==> config.mk <==
export PLATFORM = sky130hd
export DESIGN_NAME = bit_serializer
export DESIGN_NICKNAME = d
export VERILOG_FILES = /design/src/rtl/serializer_pkg.sv /design/src/rtl/hold_buffer.sv /design/src/rtl/bit_serializer.sv
export SDC_FILE = /design/constraint.sdc
export NUM_CORES = 1
export LEC_CHECK = 0
export CORE_ASPECT_RATIO = 1.4
export CORE_MARGIN = 1.5
export CORE_UTILIZATION = 50
export DETAILED_ROUTE_END_ITERATION = 10
export HOLD_SLACK_MARGIN = 0.06
export PLACE_DENSITY = 0.86
export SLEW_MARGIN = 10
export SYNTH_ARGS = -nofsm -noshare
export SYNTH_HDL_FRONTEND = slang
export SYNTH_SLANG_ARGS = --single-unit
==> constraint.sdc <==
create_clock -name clock -period 2.06 [get_ports clock]
set_clock_uncertainty 0.2 [all_clocks]
set_input_delay 0.309 -clock clock [delete_from_list [all_inputs] [get_ports clock]]
set_output_delay 0.309 -clock clock [all_outputs]
set_load 0.01 [all_outputs]
==> src/rtl/serializer_pkg.sv <==
// Shared types and limits for the parallel-to-serial feeder.
package serializer_pkg;

    typedef enum logic [1:0] {
        StIdle,
        StShift,
        StGap
    } ser_state_t;

    localparam int unsigned MaxGap = 15;

endpackage

==> src/rtl/hold_buffer.sv <==
// One-entry register slice that parks a word while the current word is still shifting.
module hold_buffer
    import serializer_pkg::*;
#(
    parameter int unsigned WIDTH = 8
) (
    input  logic             clock,
    input  logic             reset,
    input  logic             push,
    input  logic [WIDTH-1:0] push_data,
    input  logic             pop,
    output logic             full,
    output logic [WIDTH-1:0] data
);

    logic             full_q;
    logic [WIDTH-1:0] data_q;

    always_ff @(posedge clock) begin
        if (reset) begin
            full_q <= 1'b0;
            data_q <= '0;
        end else if (push) begin
            full_q <= 1'b1;
            data_q <= push_data;
        end else if (pop) begin
            full_q <= 1'b0;
        end
    end

    assign full = full_q;
    assign data = data_q;

endmodule

==> src/rtl/bit_serializer.sv <==
// Parallel-to-serial feeder: valid/ready word input, one bit per clock out, optional idle gap.
module bit_serializer
    import serializer_pkg::*;
#(
    parameter int unsigned WIDTH     = 8,
    parameter bit          MSB_FIRST = 1'b1,
    parameter int unsigned GAP       = 0
) (
    input  logic             clock,
    input  logic             reset,
    input  logic [WIDTH-1:0] in_data,
    input  logic             in_valid,
    output logic             in_ready,
    output logic             serial_out,
    output logic             serial_valid,
    output logic             word_done,
    output logic             busy
);

    localparam int unsigned     CntW    = $clog2(WIDTH);
    localparam int unsigned     GapEff  = (GAP > MaxGap) ? MaxGap : GAP;
    localparam logic [CntW-1:0] BitLast = CntW'(WIDTH - 1);
    localparam logic [3:0]      GapLast = 4'((GapEff > 0) ? GapEff - 1 : 0);

    ser_state_t       state_q, state_d;
    logic [WIDTH-1:0] shreg_q, shreg_d;
    logic [CntW-1:0]  bit_cnt_q, bit_cnt_d;
    logic [3:0]       gap_cnt_q, gap_cnt_d;

    logic serial_out_q, serial_out_d;
    logic serial_valid_q, serial_valid_d;
    logic word_done_q, word_done_d;
    logic busy_q, busy_d;

    logic             hold_full, hold_full_d;
    logic [WIDTH-1:0] hold_data;
    logic             xfer, avail, load, push, pop, head_bit;
    logic [WIDTH-1:0] next_word, shifted;

    hold_buffer #(
        .WIDTH (WIDTH)
    ) u_hold (
        .clock     (clock),
        .reset     (reset),
        .push      (push),
        .push_data (in_data),
        .pop       (pop),
        .full      (hold_full),
        .data      (hold_data)
    );

    assign in_ready  = !hold_full && !reset;
    assign xfer      = in_valid && in_ready;
    assign avail     = hold_full || xfer;
    assign next_word = hold_full ? hold_data : in_data;
    assign shifted   = MSB_FIRST ? {shreg_q[WIDTH-2:0], 1'b0} : {1'b0, shreg_q[WIDTH-1:1]};

    always_comb begin
        state_d   = state_q;
        shreg_d   = shreg_q;
        bit_cnt_d = bit_cnt_q;
        gap_cnt_d = gap_cnt_q;
        load      = 1'b0;

        case (state_q)
            StIdle: begin
                if (avail) load = 1'b1;
            end
            StShift: begin
                shreg_d = shifted;
                if (bit_cnt_q == BitLast) begin
                    if (GapEff == 0) begin
                        if (avail) load = 1'b1;
                        else       state_d = StIdle;
                    end else begin
                        state_d   = StGap;
                        gap_cnt_d = '0;
                    end
                end else begin
                    bit_cnt_d = bit_cnt_q + 1'b1;
                end
            end
            StGap: begin
                if (gap_cnt_q == GapLast) begin
                    if (avail) load = 1'b1;
                    else       state_d = StIdle;
                end else begin
                    gap_cnt_d = gap_cnt_q + 4'd1;
                end
            end
            default: state_d = StIdle;
        endcase

        if (load) begin
            state_d   = StShift;
            shreg_d   = next_word;
            bit_cnt_d = '0;
        end
    end

    // Only a transfer that isn't loaded straight into the shifter is parked.
    assign push        = xfer && !load;
    assign pop         = load && hold_full;
    assign hold_full_d = push || (hold_full && !pop);

    // Outputs are registered, so they are computed from the next-state values.
    always_comb begin
        head_bit       = MSB_FIRST ? shreg_d[WIDTH-1] : shreg_d[0];
        serial_valid_d = (state_d == StShift);
        serial_out_d   = serial_valid_d && head_bit;
        word_done_d    = serial_valid_d && (bit_cnt_d == BitLast);
        busy_d         = (state_d != StIdle) || hold_full_d;
    end

    always_ff @(posedge clock) begin
        if (reset) begin
            state_q        <= StIdle;
            shreg_q        <= '0;
            bit_cnt_q      <= '0;
            gap_cnt_q      <= '0;
            serial_out_q   <= 1'b0;
            serial_valid_q <= 1'b0;
            word_done_q    <= 1'b0;
            busy_q         <= 1'b0;
        end else begin
            state_q        <= state_d;
            shreg_q        <= shreg_d;
            bit_cnt_q      <= bit_cnt_d;
            gap_cnt_q      <= gap_cnt_d;
            serial_out_q   <= serial_out_d;
            serial_valid_q <= serial_valid_d;
            word_done_q    <= word_done_d;
            busy_q         <= busy_d;
        end
    end

    assign serial_out   = serial_out_q;
    assign serial_valid = serial_valid_q;
    assign word_done    = word_done_q;
    assign busy         = busy_q;

endmodule

### Yosys cells after proc, flatten, opt, wreduce, memory -nomap -nowiden

Cells that the tools add are included.

| storage, ports and cells | value |
|---|---|
| ROM bits | 0 |
| bits in latches | 0 |
| memory bits (writable) | 0 |
| output and inout bits | 5 |
| input bits | 11 |
| memories | 0 |
| bits in registers | 30 |
| word-level logic and storage cells | 56 |

| operators by class | value |
|---|---|
| bitwise gates (word level) | 1 |
| shift-type cells | 0 |
| div/mod/pow operators | 0 |
| magnitude comparators | 0 |
| muxes and demuxes | 17 |
| eq/ne operators | 5 |
| multiply operators | 0 |
| $add $sub $neg | 2 |
| reductions and logical operators | 20 |

Operators with widths:

| kind | number |
|---|---|
| $mux 8 | 3 |
| $mux 3 | 3 |
| $mux 2 | 4 |
| $logic_and 1x1->1 | 7 |
| $eq 3x3->1 const B | 2 |
| $pmux 2 s3 | 1 |
| $reduce_bool 2->1 | 3 |
| $mux 1 | 5 |
| $add 4x1->4 const B | 1 |
| $eq 2x1->1 const B | 2 |
| $logic_not 1->1 | 4 |
| $logic_not 4->1 | 1 |
| $add 3x1->3 const B | 1 |
| $logic_or 1x1->1 | 3 |
| $pmux 1 s3 | 1 |
| $eq 2x2->1 const B | 1 |
| $logic_not 2->1 | 1 |
| $reduce_and 2->1 | 1 |
| $not 1->1 | 1 |

### Longest topological paths before layout

| logic depth | value |
|---|---|
| depth after elaboration | 12 |
| mapped depth | 8 |
| gate-level depth less buffers | 7 |

### Hierarchy

Synthesis repeated with hierarchy kept, for this count alone.

| unflattened totals | value |
|---|---|
| cell total of the unflattened synthesis | 158 |
| area, all modules | 1521.5 µm² |

By module, submodules not included:

| module | instances | cells an instance | sequential area each (µm²) | area an instance (µm²) |
|---|---|---|---|---|
| bit_serializer | 1 | 128 | 420.4 | 1199.9 |
| hold_buffer | 1 | 30 | 180.2 | 321.6 |

### Least setup slack after synthesis

No wires, ideal clock.

| timing | value |
|---|---|
| path type | flip-flop to flip-flop |
| start | register state_q[0] |
| end | register shreg_q[2] |
| period minus slack after synthesis | 2.210 ns |
| buffers on the path | 1 |
| required time | 1.726 ns |
| cell stages (with the launch flop) | 9 |
| setup time | 0.134 ns |
| slack | -0.150 ns |
| arrival | 1.877 ns |
| cell sequence | dfxtp_1 -> inv_1 -> ha_1 -> and4b_4 -> a311oi_4 -> a211oi_4 -> buf_4 -> a211oi_1 -> a211oi_1 |

| on the way | value |
|---|---|
| longest elaborated chain between the ends | 3 |
| elaborated cells on any way between the ends | 6 |
| classes of those cells | eq/ne: 2; mux: 2; reduce/logical: 2 |

Ends and longest elaborated chain:

| what | RTL line | RTL |
|---|---|---|
| from (decl) | bit_serializer.sv:25 | `ser_state_t state_q, state_d;` |
| from (signal assigned) | bit_serializer.sv:117 | `state_q <= StIdle;` |
| from (signal assigned) | bit_serializer.sv:126 | `state_q <= state_d;` |
| $eq 2x2->1 (tied with other cells) | bit_serializer.sv:65 | `case (state_q)` |
| $pmux 1 s3 | bit_serializer.sv:65 |  |
| $mux 8 / $reduce_bool 2->1 (equally long branches) | -- |  |
| to (signal assigned) | bit_serializer.sv:127 | `shreg_q <= shreg_d;` |
| to (decl) | bit_serializer.sv:26 | `logic [WIDTH-1:0] shreg_q, shreg_d;` |

Parallel ways exist; a longest one is shown, timed or not.
A chain may end at the register's enable or synchronous reset.

### Final worst setup path

| timing | value |
|---|---|
| start | register state_q[1] |
| end | register u_hold.data_q[5], in the netlist u_hold.data[5] |

| on the way | value |
|---|---|
| longest elaborated chain between the ends | 4 |
| elaborated cells on any way between the ends | 6 |
| classes of those cells | eq/ne: 2; mux: 1; reduce/logical: 3 |

Ends and longest elaborated chain:

| what | RTL line | RTL |
|---|---|---|
| $eq 2x2->1 (tied with other cells) | bit_serializer.sv:65 |  |
| $pmux 1 s3 (*) | bit_serializer.sv:65 |  |
| $logic_not 1->1 (*) | bit_serializer.sv:102 | `assign push = xfer && !load;` |
| $logic_and 1x1->1 (*) | bit_serializer.sv:102 |  |
| to (signal assigned) | hold_buffer.sv:25 | `data_q <= push_data;` |
| to (decl) | hold_buffer.sv:17 | `logic [WIDTH-1:0] data_q;` |

Mark *: on every way between the ends. The rest lies on a longest branch, timed or not.

==> out/qor.yml <==
clocking:
  cts_buffer_depth: 2
  tritoncts: "built"
  cts_hold_buf: 0
  root_buffer: "clkbuf_8"
  worstSkewPairLatency_ns: 0.29
  htreeDepth: 2
  clkTransAtPathRegs_ns: 0.06
  clock-sinks: 30
  cts_made_buffers: 5
synth:
  yosysUniqueCellTypes: 39
  yosysSeqAreaShare: 0.403
  synthDominantCellAreaShare: 0.403
  synth_fp_nets: 169
  synth.avg_cell_area_um2: 9.88
  synth.most_common_cell: "dfxtp_1"
  synth.largest_area_cell: "dfxtp_1"
  netlist_instances: 151
  ys_seq_elements: 30
  synth.area.top_cells: "dfxtp_1 (40%), mux2i_1 (13%), a211oi_1 (6.0%)"
  ys_async_sr_fraction: 0
  synthTopCellsByCount: "dfxtp_1 (30), mux2i_1 (19), nor2_1 (15), a211oi_1 (12), inv_1 (8)"
  netlist_area_um2: 1490
  synth_edf_count: 0
  synth_ff_type: "dfxtp_1"
  yosysWarningCount: 0
worst_setup_path:
  cp.required_ns: 2.03
  cp-end-kind: "flip-flop"
  crit_fanout: 8
  crit_type: "reg2reg"
  cp-start-kind: "flip-flop"
  cp.arrival_ns: 2.05
detailed_routing:
  wl_per_cell_um: 14.2
  ant_nets: 0
  dr.pass1.iters: 4
  first_iter_violations: 28
  routed_wirelength_mm: 3.18
  avgViaCountPerCell: 5.49
  drc_errors: 0
  vias: 1230
power_and_ir_drop:
  power_density_nw_per_um2: 737
  p_seq_frac: 0.440
  p_int_mw: 1.06
  power_mw: 1.47
  pwr-share-comb: 0.229
  p_switching_mw: 0.408
  worst_ir_drop_vdd_v: 0.000558
  swShare: 0.277
  pwr-share-clk: 0.332
  p_leak_nw: 0.811
cells_and_area:
  antenna_cells: 0
  final_cells: 224
  fin_nets: 204
  drive_gt1_frac: 0.278
  area_growth_pct: 34.0
  utilization: 0.701
timing:
  slew_headroom: 0.766
  setup_ws_ns: -0.0229
  worstMarginPinSlew_ns: 0.351
  tns_ns: -0.0406
  finalSetupViolCount: 2
  hold_viol_final: 0
  rsz0062_at_grt: "true"
  slew_violations: 0
  period_needed_ns: 2.08
  min_period_over_period: 1.01
  clock.fmax_mhz: 480
global_route:
  met1_usage: 0.243
  grt_usage: 0.214
  use_met3: 0.0531
  gr-total-overflow: 0
  grt.busiest_layer: "met2"
  use_met2: 0.373
  antenna_found_initial: 0
  grt_first_pass_wirelength_mm: 5.34
  grt_max_degree: 29
  grt_pass1_vias: 1199
floorplanning:
  core-area_um2: 2850
  io_pins: 16
  die_y_um: 67.6
  rows: 23
  die_area_um2: 3320
  dieWidth_um: 49.2
  start_util: 0.523
placed_design:
  place_inst: 213
  hpwl_mm: 2.29
  gp_congestion: 0.787
  port_buffers: 15
hold_path:
  min_path_type: "reg2reg"
run_status:
  status: "finished, violations left"
  violations: "setup timing"
flow_run:
  cap_violations: 0
==> power groups by stage <==
stage / Clock, mW / Sequential (mW) / Combinational (mW)
6_report: 0.488 / 0.647 / 0.337
5_1_grt: 0.526 / 0.652 / 0.362
4_1_cts: 0.496 / 0.645 / 0.317
3_5_place_dp: 0 / 0.657 / 0.311
3_3_place_gp: 0 / 0.655 / 0.295
2_1_floorplan: 0 / 0.656 / 0.197
==> per-stage QoR <==
stage / hold WS [ns] / worst slack, ns / cell area [um2]
final: 0.300 / -0.0229 / 2000
after global routing: 0.324 / -0.0807 / 2000
after CTS: 0.290 / -0.00326 / 1950
after detailed placement: 0.280 / -0.0951 / 1840
after global placement: 0.268 / -0.0136 / 1840
after floorplan: 0.253 / -0.0144 / 1520
==> final cells by class <==
class / instances / area [um2]
tap: 37 / 46.3
fill: 193 / 851
multi-input combinational: 103 / 881
sequential: 30 / 606
clock buffer: 7 / 86.3
timing repair buffer: 37 / 338
inverter: 9 / 36.3
clock inverter: 1 / 5.00
==> sequential cells by signal (all words and copies together), names as in the netlist <==
signal / cells
u_hold.data: 8
bit_cnt_q: 3
serial_valid: 1
shreg_q: 8
u_hold.full: 1
state_q: 2
gap_cnt_q: 4
busy: 1
serial_out: 1
word_done: 1
==> logic make-up after synthesis <==
| group | synth area share |
|---|---|
| buffers and inverters | 0.0495 |
| xor gates and xnor gates | 0.0235 |
| adders and majority gates | 0.0587 |
| and+or+nand+nor | 0.164 |
| AOI/OAI and AO/OA | 0.166 |
| DFF | 0.403 |
| muxes | 0.135 |
==> cells in the final DEF, fill, tap and decap left out, types with 2 or more instances in the layout <==
cell and instances:
o21ai_0 3, a211oi_2 6, nand2_1 4, mux2i_1 18, clkdlybuf4s50_1 14, nor2b_1 6
ha_1 5, inv_2 2, nand4_1 2, nand2b_1 2, nor2_1 15, inv_1 6
nand3b_1 2, nor3_1 3, xor2_1 2, buf_4 18, dfxtp_1 28, ha_4 2
a211oi_1 6, a21oi_1 6, clkbuf_8 6, buf_6 3, xnor2_1 2
==> timing repair <==
item / 4_1_cts / 5_1_grt
setup buffers: 1 / 2
pin swaps: 0 / 7
resized for setup: 5 / 7
setup endpoints to repair: 11 / 18
==> layer usage <==
layer,vias up,part of all wire
met1,590,0.41
met4,0,0.024
li1,609,-
met2,23,0.53
met3,8,0.033
met5,-,0
==> critical path, stage by stage (launching register included) <==
cell	delay (ns)
dfxtp_2	0.33
buf_6	0.11
ha_4	0.14
and4b_4	0.33
a311oi_4	0.05
o311ai_4	0.33
buf_12	0.18
mux2i_2	0.21
nor2_1	0.06
==> final timing paths <==
| path | start | to | slack [ns] | cells after the start |
|---|---|---|---|---|
| min | shreg_q[0]$_SDFFE_PP0P_ | shreg_q[0]$_SDFFE_PP0P_ | 0.30 | 2 |
| min reg2reg | shreg_q[0]$_SDFFE_PP0P_ | shreg_q[0]$_SDFFE_PP0P_ | 0.30 | 2 |
| max reg2reg | state_q[1]$_SDFF_PP0_ | u_hold.data[5]$_SDFFE_PP0P_ | -0.02 | 8 |
| max | state_q[1]$_SDFF_PP0_ | u_hold.data[5]$_SDFFE_PP0P_ | -0.02 | 8 |
(Power assumes the default switching activity.)
